==> src/rtl/sum_pool_seq.sv <==
// sum_pool_seq: sums a WINDOW_SIZE x WINDOW_SIZE window of Q16.16
// sign-magnitude elements by time-multiplexing one external adder.
//
// Ports:
//   clk, rst_n            clock, async active-low reset
//   start, abort          begin a window (IDLE / DONE handshake), abandon window
//   in_valid/in_data/in_ready     element input stream
//   add_a/add_b/add_c     shared adder operands (acc, in_data) and its result
//   out_valid/out_data/out_ready  window-sum output stream
//   busy, elem_count      not-IDLE flag, elements accepted in this window
module sum_pool_seq #(
    parameter int WINDOW_SIZE = 4,
    parameter int Q           = 16,
    parameter int N           = 32,
    parameter int CNT_W       = $clog2(WINDOW_SIZE*WINDOW_SIZE+1)
) (
    input  logic             clk,
    input  logic             rst_n,
    input  logic             start,
    input  logic             abort,
    input  logic             in_valid,
    input  logic [N-1:0]     in_data,
    output logic             in_ready,
    output logic [N-1:0]     add_a,
    output logic [N-1:0]     add_b,
    input  logic [N-1:0]     add_c,
    output logic             out_valid,
    output logic [N-1:0]     out_data,
    input  logic             out_ready,
    output logic             busy,
    output logic [CNT_W-1:0] elem_count
);

    localparam int TOTAL = WINDOW_SIZE * WINDOW_SIZE;
    localparam logic [CNT_W-1:0] LAST = CNT_W'(TOTAL);

    // Q only matters to the external adder; reject nonsensical builds here.
    if (WINDOW_SIZE < 1) begin : g_bad_window
        $error("sum_pool_seq: WINDOW_SIZE must be >= 1");
    end
    if (Q < 0 || Q >= N) begin : g_bad_q
        $error("sum_pool_seq: Q must lie in [0, N)");
    end

    typedef enum logic [1:0] {
        IDLE,
        LOAD,
        ACCUM,
        DONE
    } state_t;

    state_t           state;
    logic [N-1:0]     acc;
    logic [CNT_W-1:0] cnt_inc;

    assign cnt_inc  = elem_count + CNT_W'(1);
    assign in_ready = (state == LOAD) || (state == ACCUM);
    assign busy     = (state != IDLE);
    assign add_a    = acc;
    assign add_b    = in_data;

    always_ff @(posedge clk or negedge rst_n) begin
        if (!rst_n) begin
            state      <= IDLE;
            acc        <= '0;
            elem_count <= '0;
            out_valid  <= 1'b0;
            out_data   <= '0;
        end else if (abort) begin
            // Abort beats start and any handshake in the same cycle.
            state      <= IDLE;
            acc        <= '0;
            elem_count <= '0;
            out_valid  <= 1'b0;
        end else begin
            unique case (state)
                IDLE: begin
                    if (start) begin
                        state      <= LOAD;
                        elem_count <= '0;
                    end
                end
                LOAD: begin
                    // First element seeds acc directly; add_c is ignored.
                    if (in_valid) begin
                        acc        <= in_data;
                        elem_count <= CNT_W'(1);
                        if (TOTAL == 1) begin
                            state     <= DONE;
                            out_valid <= 1'b1;
                            out_data  <= in_data;
                        end else begin
                            state <= ACCUM;
                        end
                    end
                end
                ACCUM: begin
                    if (in_valid) begin
                        acc        <= add_c;
                        elem_count <= cnt_inc;
                        if (cnt_inc == LAST) begin
                            state     <= DONE;
                            out_valid <= 1'b1;
                            out_data  <= add_c;
                        end
                    end
                end
                DONE: begin
                    if (out_ready) begin
                        out_valid <= 1'b0;
                        // start on the handshake cycle skips the IDLE bubble.
                        if (start) begin
                            state      <= LOAD;
                            elem_count <= '0;
                        end else begin
                            state <= IDLE;
                        end
                    end
                end
                default: state <= IDLE;
            endcase
        end
    end

endmodule
==> config.mk <==
export PLATFORM = sky130hd
export DESIGN_NAME = sum_pool_seq
export DESIGN_NICKNAME = d
export VERILOG_FILES = /design/src/rtl/sum_pool_seq.sv
export SDC_FILE = /design/constraint.sdc
export NUM_CORES = 1
export LEC_CHECK = 0
export ABC_AREA = 1
export CORE_MARGIN = 2
export CORE_UTILIZATION = 65
export CTS_CLUSTER_DIAMETER = 50
export DETAILED_ROUTE_END_ITERATION = 12
export DONT_BUFFER_PORTS = 1
export PLACE_DENSITY = 0.9
export SYNTH_ARGS = -nofsm -noshare
export SYNTH_HDL_FRONTEND = slang
export SYNTH_SLANG_ARGS = --single-unit
==> constraint.sdc <==
create_clock -name clk -period 2.9 [get_ports clk]
set_clock_uncertainty 0.1 [all_clocks]
set_input_delay 0.725 -clock clk [delete_from_list [all_inputs] [get_ports clk]]
set_output_delay 0.725 -clock clk [all_outputs]
set_load 0.02 [all_outputs]
; ---- Word level (Yosys, flattened, before mapping)
; Cells that the tools add are included.
[totals]
regBits = 72
latchBits = 0
ram_bits = 0
romBits = 0
in_bits = 70
out_inout_bits = 104
wordCells = 49
mem_count = 0
[op_classes]
addsub = 1
multipliers = 0
n_div = 0
order_cmp = 0
eq_ne = 9
shift = 0
n_mux = 23
bitwise_logic = 1
reduce_logical = 10
[op_table]
columns = operator, n
row1 = two-way mux 32 bit, 3
row2 = case mux 32 bit (2 select lines), 1
row3 = two-way mux 5 bit, 5
row4 = case mux 5 bit (4 select lines), 1
row5 = two-way mux 2 bit, 6
row6 = "!= test 3 bit, second input constant", 4
row7 = case mux 2 bit (4 select lines), 1
row8 = AND reduction 4 bit, 2
row9 = AND reduction 3 bit, 2
row10 = nonzero test 3 bit, 2
row11 = "adder 5 x 1 -> 5 bit, second input constant", 1
row12 = "equality test 5 bit, second input constant", 1
row13 = two-way mux 1 bit, 5
row14 = AND reduction 5 bit, 1
row15 = "equality test 2 bit, second input constant", 2
row16 = "!= test 3 x 2 -> 1 bit, second input constant", 1
row17 = "equality test 2 x 1 -> 1 bit, second input constant", 1
row18 = zero test 2 bit, 1
row19 = case mux 1 bit (2 select lines), 1
row20 = nonzero test 2 bit, 1
row21 = logical OR 1 bit, 1
row22 = inverter 1 bit, 1

; ---- Longest topological paths before layout
[depth]
ltp_word = 6
ltp_mapped = 10

; ---- Worst setup path after synthesis
; OpenSTA, ideal clock, no wires.
[synth_path]
path_kind = register -> register
start = register elem_count[0]
end = register out_data[0]
setup_ps = 117
t_arrival_ps = 1531
required_ps = 2683
path_slack_ps = 1152
path_stages_with_launch = 11
path_buffers = 1
period_less_slack_ps = 1748
cell_sequence = dfrtp_1 ha_1 nand3_1 nand2_1 nand2_1 nand2_2 nor2_4 nand2_2 buf_6 nand2_1 nand2_1
[synth_between]
elab_chain_len = 3
[synth_rtl]
columns = item, line
row1 = "start, declared", 31  ; output logic [CNT_W-1:0] elem_count
row2 = "start signal, assigned", 100  ; elem_count <= cnt_inc;
row3 = adder 5 x 1 -> 5 bit, 56  ; assign cnt_inc = elem_count + CNT_W'(1);
row4 = equality test 5 bit, 101  ; if (cnt_inc == LAST) begin
row5 = AND reduction 4 bit (no source line), --
row6 = "end signal, assigned", 91  ; out_data <= in_data;
row7 = "end, declared", 28  ; output logic [N-1:0] out_data,
; No other way between the ends.
; A chain may end at the register's enable or synchronous reset.

; ---- Worst setup path after layout
[layout_path]
start = register elem_count[0]
end = register out_data[17]
; Same word-level chain as after synthesis.

==> flow_metrics.env <==
export IMPL_h_tree_depth=3
export IMPL_rsz0062_at_grt="no"
export IMPL_min_period_over_period_pct=82.3
export IMPL_hpwl_mm=5.94
export IMPL_syn_area_sq_um=3570
export IMPL_ir_worst_vdd_v=0.000496
export IMPL_vias_per_cell=5.84
export IMPL_grt_max_degree=73
export IMPL_syn_area_per_cell_sq_um=8.31
export IMPL_yosysTopAreaCell="dfrtp_1"
export IMPL_p_seq_share_pct=51.6
export IMPL_worst_pin_slew_ns=0.591
export IMPL_num_antenna_cells=0
export IMPL_fin_crit_ns=2.39
export IMPL_syn_nets=506
export IMPL_yosys_warnings=0
export IMPL_drt_first_pass_iters=4
export IMPL_pwr_density_cell_nw_per_um2=915
export IMPL_cp_data_required_time_ns=3.02
export IMPL_endpoint_kind="flip-flop"
export IMPL_syn_to_final_growth_pct=0.175
export IMPL_switchingPower_mw=1.31
export IMPL_initial_core_util_pct=68.6
export IMPL_vias=2743
export IMPL_ys_seq_elements=72
export IMPL_switching_share_pct=40.1
export IMPL_hold_slack_ns=0.168
export IMPL_nets=471
export IMPL_regArea_sq_um=1800
export IMPL_ys_types=20
export IMPL_syn_inst=430
export IMPL_seq_area_frac_synth_pct=50.4
export IMPL_power_frac_comb_pct=22.2
export IMPL_crit_fanout=32
export IMPL_postRouteWirelength_mm=8.19
export IMPL_cts_resized=0
export IMPL_async_flop_share_pct=100
export IMPL_grtUsageTotal_pct=28.2
export IMPL_hp_class="input port to asynchronous set/reset pin"
export IMPL_numCtsBuffers=9
export IMPL_ant_nets=0
export IMPL_cts_tree="built"
export IMPL_antenna_found_initial=0
export IMPL_finalPower_mw=3.27
export IMPL_numPortBuffers=0
export IMPL_ios=174
export IMPL_clockPowerShare_pct=26.2
export IMPL_layout_commonest_cell="nand2_1"
export IMPL_cellLeakagePower_nw=1.77
export IMPL_core_sq_um=5200
export IMPL_intPower_mw=1.96
export IMPL_clockRootBuffer="clkbuf_8"
export IMPL_tns_ns=0
export IMPL_final_cell_mix="146 x nand2_1, 72 x dfrtp_1, 42 x nand3_1"
export IMPL_place_congestion=0.881
export IMPL_max_freq_mhz=419
export IMPL_grt_pass1_vias=2771
export IMPL_wl_per_cell_um=17.4
export IMPL_drtIter0Drc=245
export IMPL_ys_flop_type="dfrtp_1"
export IMPL_fp_dieW_um=78.1
export IMPL_status="finished clean"
export IMPL_drive_gt1_share_pct=8.25
export IMPL_start_kind="flip-flop"
export IMPL_die_y_um=78.1
export IMPL_multi_input_area_sq_um=1340
export IMPL_row_count=26
export IMPL_synth_enable_flop_cells=0
export IMPL_dieArea_sq_um=6100
export IMPL_setup_violations=0
export IMPL_crit_type="flip-flop to flip-flop"
export IMPL_cp_arrival_ns=2.50
export IMPL_max_slew_margin_pct=60.5
export IMPL_cts_max_path_buffers=2
export IMPL_cap_violations=0
export IMPL_drc=0
export IMPL_synth_top_cell_area_share_pct=50.4
export IMPL_overflow=0
export IMPL_hold_viol=0
export IMPL_grt_pass1_wl_mm=13.5
export IMPL_clkLatencyLatePin_ns=0.34
export IMPL_clk_pin_slew_ns=0.09
export IMPL_synth_area_leaders="dfrtp_1 50%, nand2_1 15%, buf_4 8.0%"
export IMPL_cts_sinks=72
export IMPL_nFillCells=417
export IMPL_finalMaxSlewViolations=0
-- worst paths after layout --
path	endpoint	from	slack, ns	cells past startpoint
max	out_data[17]	elem_count[0]	0.51	9
min	add_a[29]	rst_n	0.17	1
max reg2reg	out_data[17]	elem_count[0]	0.51	9
min reg2reg	state[0]	state[0]	0.48	2
max in group asynchronous	out_data[26]	rst_n	2.24	1
min in group clk	out_data[29]	add_c[29]	0.42	2
-- Yosys cell counts (2+ instances only) --
| cell | count |
|---|---|
| nand2_2 | 2 |
| or2_2 | 2 |
| dfrtp_1 | 72 |
| nand4_1 | 4 |
| nor2_1 | 39 |
| clkbuf_1 | 2 |
| buf_4 | 38 |
| a31oi_1 | 32 |
| buf_2 | 10 |
| nor2_2 | 2 |
| buf_6 | 3 |
| a21oi_1 | 5 |
| nand3_1 | 42 |
| inv_1 | 16 |
| ha_1 | 6 |
| nand2_1 | 146 |
| o21ai_0 | 6 |
-- power groups by stage --
| stage | clock network (mW) | logic [mW] | registers [mW] |
|---|---|---|---|
| 2_1_floorplan | 0 | 0.652 | 1.65 |
| 3_5_place_dp | 0 | 0.707 | 1.71 |
| 6_report | 0.859 | 0.727 | 1.69 |
| 4_1_cts | 0.872 | 0.731 | 1.69 |
| 5_1_grt | 0.923 | 0.850 | 1.72 |
| 3_3_place_gp | 0 | 0.662 | 1.70 |
-- per-stage QoR --
step | cells | instance area, sq um | utilization, % | setup slack, ns
after floorplan | 430 | 3570 | - | 1.15
after global placement | 453 | 3330 | 64.0 | 0.621
after detailed placement | 453 | 3330 | 64.0 | 0.539
after CTS | 470 | 3580 | 68.8 | 0.529
after global routing | 470 | 3580 | 68.8 | 0.332
final | 470 | 3580 | 68.8 | 0.514
-- layer usage --
metal | wire [um] | share of wire, % | global-route usage (%) | up-vias
met1 | 3160 | 39 | 35.6 | 1270
met5 | 0 | 0 | 0 | -
li1 | - | - | - | 1291
met4 | 171 | 2.1 | 9.65 | 0
met3 | 832 | 10 | 8.97 | 21
met2 | 4030 | 49 | 46.4 | 161
-- sequential cells by signal, indices dropped and copies added (netlist names) --
name	cells
add_a	32
elem_count	5
out_data	32
out_valid	1
state	2
-- worst max-delay path, cell delays in order, from the launching register on --
cell and delay [ns]:
dfrtp_1 0.50, ha_1 0.30, nand3_1 0.09, nand2_1 0.05, nand2_1 0.12, nand2_2 0.07
nor2_4 0.32, nand2_2 0.46, nand2_1 0.20, nand2_1 0.07
-- what timing repair did --
| action | in CTS | in global routing |
|---|---|---|
| hold buffers | 1 | 0 |
| hold endpoints to repair | 72 | 0 |
| buffers inserted | 0 | 0 |
-- layout make-up --
class | count | share of cell area, %
clock buffer | 9 | 3.46
clock inverter | 7 | 2.69
inverter | 16 | 1.68
multi-input combinational | 289 | 37.3
sequential | 72 | 50.3
tap | 70 | 2.45
timing repair buffer | 7 | 2.03
-- logic make-up after synthesis --
group,count (synthesis),share of synthesized area (%)
buf+inv,69,12.2
simple gates,238,27.4
compound gates,45,7.85
fa+ha+maj,6,2.10
flops,72,50.4
No activity file was read; power rests on OpenSTA's default activity.
